--- src/rtl/mc_control.sv ---
// miniRV-1 multi-cycle control sequencer: decode, FSM, memory handshakes,
// trap on illegal instruction or bus timeout, retired-instruction counter.
module mc_control #(
   parameter int MEM_TIMEOUT = 16,
   parameter int CNT_W       = 32
) (
   input  logic             clk,
   input  logic             rst_n,
   input  logic [31:0]      ins,
   input  logic             branch_taken,
   output logic             imem_req,
   input  logic             imem_ack,
   output logic             ir_wen,
   output logic             dmem_req,
   output logic             dmem_we,
   input  logic             dmem_ack,
   output logic             pc_wen,
   output logic             pc_sel,
   output logic [1:0]       wb_sel,
   output logic [2:0]       imm_op,
   output logic [3:0]       alu_op,
   output logic             alua_sel,
   output logic             alub_sel,
   output logic             rf_wen,
   output logic [2:0]       state,
   output logic             trap,
   output logic [1:0]       trap_cause,
   output logic [CNT_W-1:0] retire_cnt
);

   localparam logic [2:0] FETCH  = 3'd0;
   localparam logic [2:0] DECODE = 3'd1;
   localparam logic [2:0] EXEC   = 3'd2;
   localparam logic [2:0] MEM    = 3'd3;
   localparam logic [2:0] WB     = 3'd4;
   localparam logic [2:0] TRAP   = 3'd5;

   localparam int WW = (MEM_TIMEOUT < 2) ? 1 : $clog2(MEM_TIMEOUT + 1);
   localparam logic [WW-1:0] TMAX = WW'(MEM_TIMEOUT - 1);

   logic [2:0]       r_state;
   logic             r_trap;
   logic [1:0]       r_cause;
   logic [CNT_W-1:0] r_cnt;
   logic [WW-1:0]    r_wait;

   logic [2:0] w_nxt;
   logic [1:0] w_cause;
   logic       w_retire;
   logic       w_tmo;

   logic [6:0] w_op;
   logic [2:0] w_f3;
   logic [6:0] w_f7;
   logic w_r, w_ia, w_ld, w_jalr, w_st, w_br, w_lui, w_auipc, w_jal;
   logic w_f7ok, w_f7alt, w_shift, w_ill;
   logic [3:0] w_alu;
   logic [2:0] w_imm;
   logic       w_unused;

   logic w_ireq, w_irw, w_dreq, w_dwe, w_pcw, w_pcs, w_rfw;
   logic w_sel_on;

   assign w_op     = ins[6:0];
   assign w_f3     = ins[14:12];
   assign w_f7     = ins[31:25];
   assign w_unused = ^{ins[24:15], ins[11:7]};

   assign w_r     = (w_op == 7'b0110011);
   assign w_ia    = (w_op == 7'b0010011);
   assign w_ld    = (w_op == 7'b0000011);
   assign w_jalr  = (w_op == 7'b1100111);
   assign w_st    = (w_op == 7'b0100011);
   assign w_br    = (w_op == 7'b1100011);
   assign w_lui   = (w_op == 7'b0110111);
   assign w_auipc = (w_op == 7'b0010111);
   assign w_jal   = (w_op == 7'b1101111);

   assign w_f7alt = (w_f7 == 7'b0100000);
   assign w_f7ok  = (w_f7 == 7'b0000000) | w_f7alt;
   assign w_shift = (w_f3 == 3'b001) | (w_f3 == 3'b101);

   assign w_ill =
      ~(w_r | w_ia | w_ld | w_jalr | w_st | w_br | w_lui | w_auipc | w_jal)
      | ((w_ld | w_st) & (w_f3 != 3'b010))
      | (w_br & ((w_f3 == 3'b010) | (w_f3 == 3'b011)))
      | (w_r & ~w_f7ok)
      | (w_r & w_f7alt & (w_f3 != 3'b000) & (w_f3 != 3'b101))
      | (w_ia & w_shift & ~w_f7ok);

   always_comb begin
      w_alu = 4'd0;
      if (w_r | w_ia) begin
         unique case (w_f3)
            3'b000: w_alu = (w_r & w_f7alt) ? 4'd1 : 4'd0;
            3'b111: w_alu = 4'd2;
            3'b110: w_alu = 4'd3;
            3'b100: w_alu = 4'd4;
            3'b001: w_alu = 4'd5;
            3'b101: w_alu = w_f7alt ? 4'd7 : 4'd6;
            3'b010: w_alu = 4'd8;
            3'b011: w_alu = 4'd9;
         endcase
      end
   end

   always_comb begin
      w_imm = 3'd0;
      unique case (1'b1)
         w_ia | w_ld | w_jalr: w_imm = 3'd1;
         w_st:                 w_imm = 3'd2;
         w_br:                 w_imm = 3'd3;
         w_lui | w_auipc:      w_imm = 3'd4;
         w_jal:                w_imm = 3'd5;
         default:              w_imm = 3'd0;
      endcase
   end

   assign w_tmo = (MEM_TIMEOUT != 0) && (r_wait == TMAX);

   // State register and counters
   always_ff @(posedge clk) begin
      if (!rst_n) begin
         r_state <= FETCH;
         r_trap  <= 1'b0;
         r_cause <= 2'd0;
         r_cnt   <= '0;
         r_wait  <= '0;
      end else begin
         r_state <= w_nxt;
         if (w_nxt == TRAP && r_state != TRAP) begin
            r_trap  <= 1'b1;
            r_cause <= w_cause;
         end
         if (w_retire)
            r_cnt <= r_cnt + CNT_W'(1);
         if (w_nxt != r_state)
            r_wait <= '0;
         else if (r_state == FETCH || r_state == MEM)
            r_wait <= r_wait + WW'(1);
      end
   end

   always_comb begin
      w_nxt   = r_state;
      w_cause = 2'd0;
      unique case (r_state)
         FETCH: begin
            if (imem_ack) w_nxt = DECODE;
            else if (w_tmo) begin
               w_nxt   = TRAP;
               w_cause = 2'd2;
            end
         end
         DECODE: begin
            if (w_ill) begin
               w_nxt   = TRAP;
               w_cause = 2'd1;
            end else w_nxt = EXEC;
         end
         EXEC: begin
            if (w_br)              w_nxt = FETCH;
            else if (w_ld | w_st)  w_nxt = MEM;
            else                   w_nxt = WB;
         end
         MEM: begin
            if (dmem_ack) w_nxt = w_st ? FETCH : WB;
            else if (w_tmo) begin
               w_nxt   = TRAP;
               w_cause = 2'd3;
            end
         end
         WB:      w_nxt = FETCH;
         TRAP:    w_nxt = TRAP;
         default: w_nxt = FETCH;
      endcase
   end

   always_comb begin
      w_ireq   = 1'b0;
      w_irw    = 1'b0;
      w_dreq   = 1'b0;
      w_dwe    = 1'b0;
      w_pcw    = 1'b0;
      w_pcs    = 1'b0;
      w_rfw    = 1'b0;
      w_retire = 1'b0;
      unique case (r_state)
         FETCH: begin
            w_ireq = 1'b1;
            w_irw  = imem_ack;
         end
         EXEC: begin
            if (w_br) begin
               w_pcw    = 1'b1;
               w_pcs    = branch_taken;
               w_retire = 1'b1;
            end
         end
         MEM: begin
            w_dreq = 1'b1;
            w_dwe  = w_st;
            if (dmem_ack && w_st) begin
               w_pcw    = 1'b1;
               w_retire = 1'b1;
            end
         end
         WB: begin
            w_rfw    = 1'b1;
            w_pcw    = 1'b1;
            w_pcs    = w_jal | w_jalr;
            w_retire = 1'b1;
         end
         default: ;
      endcase
   end

   assign w_sel_on = (r_state != FETCH) && (r_state != TRAP);

   assign imem_req = w_ireq & rst_n;
   assign ir_wen   = w_irw & rst_n;
   assign dmem_req = w_dreq & rst_n;
   assign dmem_we  = w_dwe & rst_n;
   assign pc_wen   = w_pcw & rst_n;
   assign rf_wen   = w_rfw & rst_n;
   assign pc_sel   = w_pcs;

   assign wb_sel   = !w_sel_on ? 2'd0 :
                     w_lui ? 2'd3 :
                     (w_jal | w_jalr) ? 2'd0 :
                     w_ld ? 2'd2 : 2'd1;
   assign imm_op   = w_sel_on ? w_imm : 3'd0;
   assign alu_op   = w_sel_on ? w_alu : 4'd0;
   assign alua_sel = w_sel_on & ~(w_jal | w_auipc | w_br);
   assign alub_sel = w_sel_on & w_r;

   assign state      = r_state;
   assign trap       = r_trap;
   assign trap_cause = r_cause;
   assign retire_cnt = r_cnt;

endmodule
--- config.mk ---
export PLATFORM = sky130hd
export DESIGN_NAME = mc_control
export DESIGN_NICKNAME = d
export VERILOG_FILES = /design/src/rtl/mc_control.sv
export SDC_FILE = /design/constraint.sdc
export NUM_CORES = 1
export LEC_CHECK = 0
export ABC_CLOCK_PERIOD_IN_PS = 1900
export BUFFER_PORTS_ARGS = -buffer_cell sky130_fd_sc_hd__buf_2
export CAP_MARGIN = 15
export CORE_MARGIN = 2
export CORE_UTILIZATION = 35
export CTS_CLUSTER_DIAMETER = 80
export CTS_CLUSTER_SIZE = 25
export DETAILED_ROUTE_END_ITERATION = 10
export GPL_TIMING_DRIVEN = 0
export PLACE_DENSITY = 0.62
export SETUP_SLACK_MARGIN = 0.02
export SYNTH_ARGS = -nofsm -noshare
export SYNTH_HDL_FRONTEND = slang
export SYNTH_SLANG_ARGS = --single-unit
--- constraint.sdc ---
create_clock -name clk -period 1.9 [get_ports clk]
set_input_delay 0.285 -clock clk [delete_from_list [all_inputs] [get_ports clk]]
set_output_delay 0.285 -clock clk [all_outputs]
set_load 0.02 [all_outputs]
==> qor.yml <==
outcome: "finished clean"
grt_busiest_layer: "met2"
clkTransAtPathRegs_ns: 0.08
worstMarginPinSlew_ns: 0.646
crit_type: "reg -> out"
relSlewSlack_pct: 56.8
synth_top_area_share_pct: 31.5
syn_area_sq_um: 2740
via_count: 2944
finalHoldViolCount: 0
hpwl_um: 5440
ant_nets: 0
nets: 477
via_per_inst: 5.45
synth_area_leaders: "dfxtp_1 31%, nor2_1 5.9%, xnor2_1 4.2%, a21oi_1 3.8%, xor2_1 3.5%"
yosysUniqueCellTypes: 65
area_growth_syn_to_layout_pct: 42.1
fp-row-count: 32
io_buffers: 76
synth-async-reset-ratio_pct: 0
layout_commonest_cell: "buf_2"
worstPathCellList: "and3b_2, o2111ai_4, buf_6, a21oi_1, buf_4"
h-tree-depth: 2
die_h_um: 92.4
io_pins: 93
hp-class: "in -> reg"
cp_slowest_cell: "dfxtp_4"
crit_required_ns: 1.62
finalMaxSlewViolations: 0
gp_congestion: 0.837
grt_usage_pct: 17.5
dp.cells: 513
cts-root-buf: "clkbuf_8"
cts_tree: "done"
cts_made_buffers: 5
yosysWarnings: 0
die_w_um: 92.4
fin_crit_ns: 1.88
syn-num-nets: 375
fin_area_sq_um: 3890
gr-usage-met2_pct: 28.2
wl_um: 8020
diodes: 0
layout_setup_ws_ns: 0.0153
worstSkewPairLatency_ns: 0.30
cts_sinks: 43
yosys.area.top_type: "dfxtp_1"
first_pass_iters: 4
antenna_found_initial: 0
cp-start-kind: "flop"
stdcell_count: 540
max_stage_delay_ns: 0.38
drc: 0
period_share_pct: 99.2
met1_usage_pct: 24.1
grt_use_met3_pct: 2.93
setup_viol: 0
wl_per_cell_um: 14.8
worstPathMaxFanout: 6
rsz0062_at_grt: "yes"
first_global_vias: 2633
leakage_nw: 1.52
grt_start_max_net_pins: 14
die_area_sq_um: 8540
mostFrequentLayoutCells: "65 x buf_2, 34 x nor2_1, 31 x buf_4"
grt_pass1_wl_um: 12400
power_density_nw_per_um2: 525
avgSynthCellArea_sq_um: 8.17
grt_remaining_overflow: 0
synth_edf_count: 0
core_area_sq_um: 7650
syn-instance-count: 335
ys.flop_type: "dfxtp_1"
drive_above_1_share_pct: 45.0
max-vdd-ir-drop_mv: 0.283
place_area_sq_um: 3270
cts_buffer_depth: 2
drt_iter0_drc: 217
finalSetupTns_ns: 0
cap_violations: 0
ys_seq_area_share_pct: 31.5
ys_ff_latch: 43
max_freq_mhz: 531
postCtsHoldBufs: 0
end_kind: "output pin"
place_ws_ns: -0.272
skew_ns: 0.00663
start_util_pct: 35.8
arrival_ns: 1.60
## repair_timing
| action | CTS | global route |
|---|---|---|
| buffers inserted | 8 | 11 |
| resized for setup | 44 | 70 |
| pin swaps | 3 | 22 |
| setup endpoints to repair | 46 | 45 |
| gates cloned | 0 | 1 |
## cell usage after synthesis, drive strengths merged (2+ instances only)
| cell type | count |
|---|---|
| a311oi | 2 |
| nand3 | 11 |
| nand2 | 21 |
| nor3 | 8 |
| o2111a | 2 |
| a211oi | 8 |
| nor2b | 4 |
| or2 | 4 |
| and3 | 6 |
| o31ai | 3 |
| o21bai | 3 |
| and3b | 2 |
| xnor2 | 13 |
| o211ai | 7 |
| a21oi | 21 |
| or3 | 13 |
| nand2b | 4 |
| and2b | 3 |
| dfxtp | 43 |
| clkbuf | 9 |
| o2111ai | 7 |
| nand4 | 8 |
| nor2 | 44 |
| and2 | 4 |
| a21o | 2 |
| a2111oi | 6 |
| and4 | 3 |
| xor2 | 11 |
| or4 | 3 |
| inv | 12 |
| ha | 3 |
| o21ai | 15 |
| o22ai | 2 |
| nor4 | 4 |
| a31oi | 4 |
| buf | 8 |
## routing by layer
metal | routed length, um | vias to the layer above | part of all wire [%]
met5 | 0 | - | 0
met4 | 77 | 0 | 0.96
met3 | 344 | 8 | 4.3
met2 | 4010 | 69 | 50
met1 | 3590 | 1426 | 45
li1 | - | 1441 | -
## worst paths after layout
| check | startpoint | endpoint | slack, ns | cells after the start |
|---|---|---|---|---|
| worst max-delay path | state[0]$_SDFF_PN0_ | pc_wen | 0.02 | 5 |
| worst min-delay path | rst_n | trap_cause[1]$_SDFFE_PN0P_ | 0.39 | 2 |
| worst max register to register | state[0]$_SDFF_PN0_ | retire_cnt[13]$_SDFFE_PN0P_ | 0.04 | 5 |
| worst min register to register | trap$_SDFFE_PN0P_ | trap$_SDFFE_PN0P_ | 0.47 | 2 |
## report_power, final
part	internal, mW	total (mW)	switching (mW)
Clock	0.425	0.735	0.310
Sequential	0.917	0.938	0.0212
Combinational	0.148	0.367	0.220
Total	1.49	2.04	0.550
## stage by stage
| stage | util, % | hold slack, ns | power, mW |
|---|---|---|---|
| after floorplan | - | 0.472 | 1.14 |
| after global placement | 42.7 | 0.457 | 1.24 |
| after detailed placement | 42.7 | 0.464 | 1.24 |
| after CTS | 47.0 | 0.384 | 2.03 |
| after global routing | 50.9 | 0.384 | 2.13 |
| final | 50.9 | 0.388 | 2.04 |
## cells by family (layout without fill, tap and decap cells)
| logic type | after synthesis | count (layout) | share of synthesized area [%] |
|---|---|---|---|
| muxes | 1 | 1 | 0.366 |
| AOI/OAI and AO/OA | 87 | 87 | 24.0 |
| buffers and inverters | 29 | 132 | 5.35 |
| xor gates and xnor gates | 24 | 24 | 7.68 |
| and+or+nand+nor | 148 | 148 | 29.8 |
| adders and majority gates | 3 | 3 | 1.37 |
| DFF | 43 | 43 | 31.5 |
## state kept, by name, indices dropped and copies added, names as in the netlist
name        flops
retire_cnt     32
r_wait          5
state           3
trap_cause      2
trap            1
## layout make-up
cell class	count	area, sq um
flip-flops and latches	43	897
repair buffers	96	562
clock buffers	6	82.6
inverters	12	45.0
plain buffers	16	151
fillers	726	3760
clock inverters	2	35.0
multi-input cells	263	1990
well taps	102	128
## critical path, delay by kind of cell, from the launching register on
family | cells | cell delay [ns]
AND/OR/NAND/NOR | 1 | 0.24
AO/OA/AOI/OAI | 2 | 0.34
buffers and inverters | 2 | 0.33
flip-flops | 1 | 0.38
Note: power is estimated with default switching activity, not from simulation.
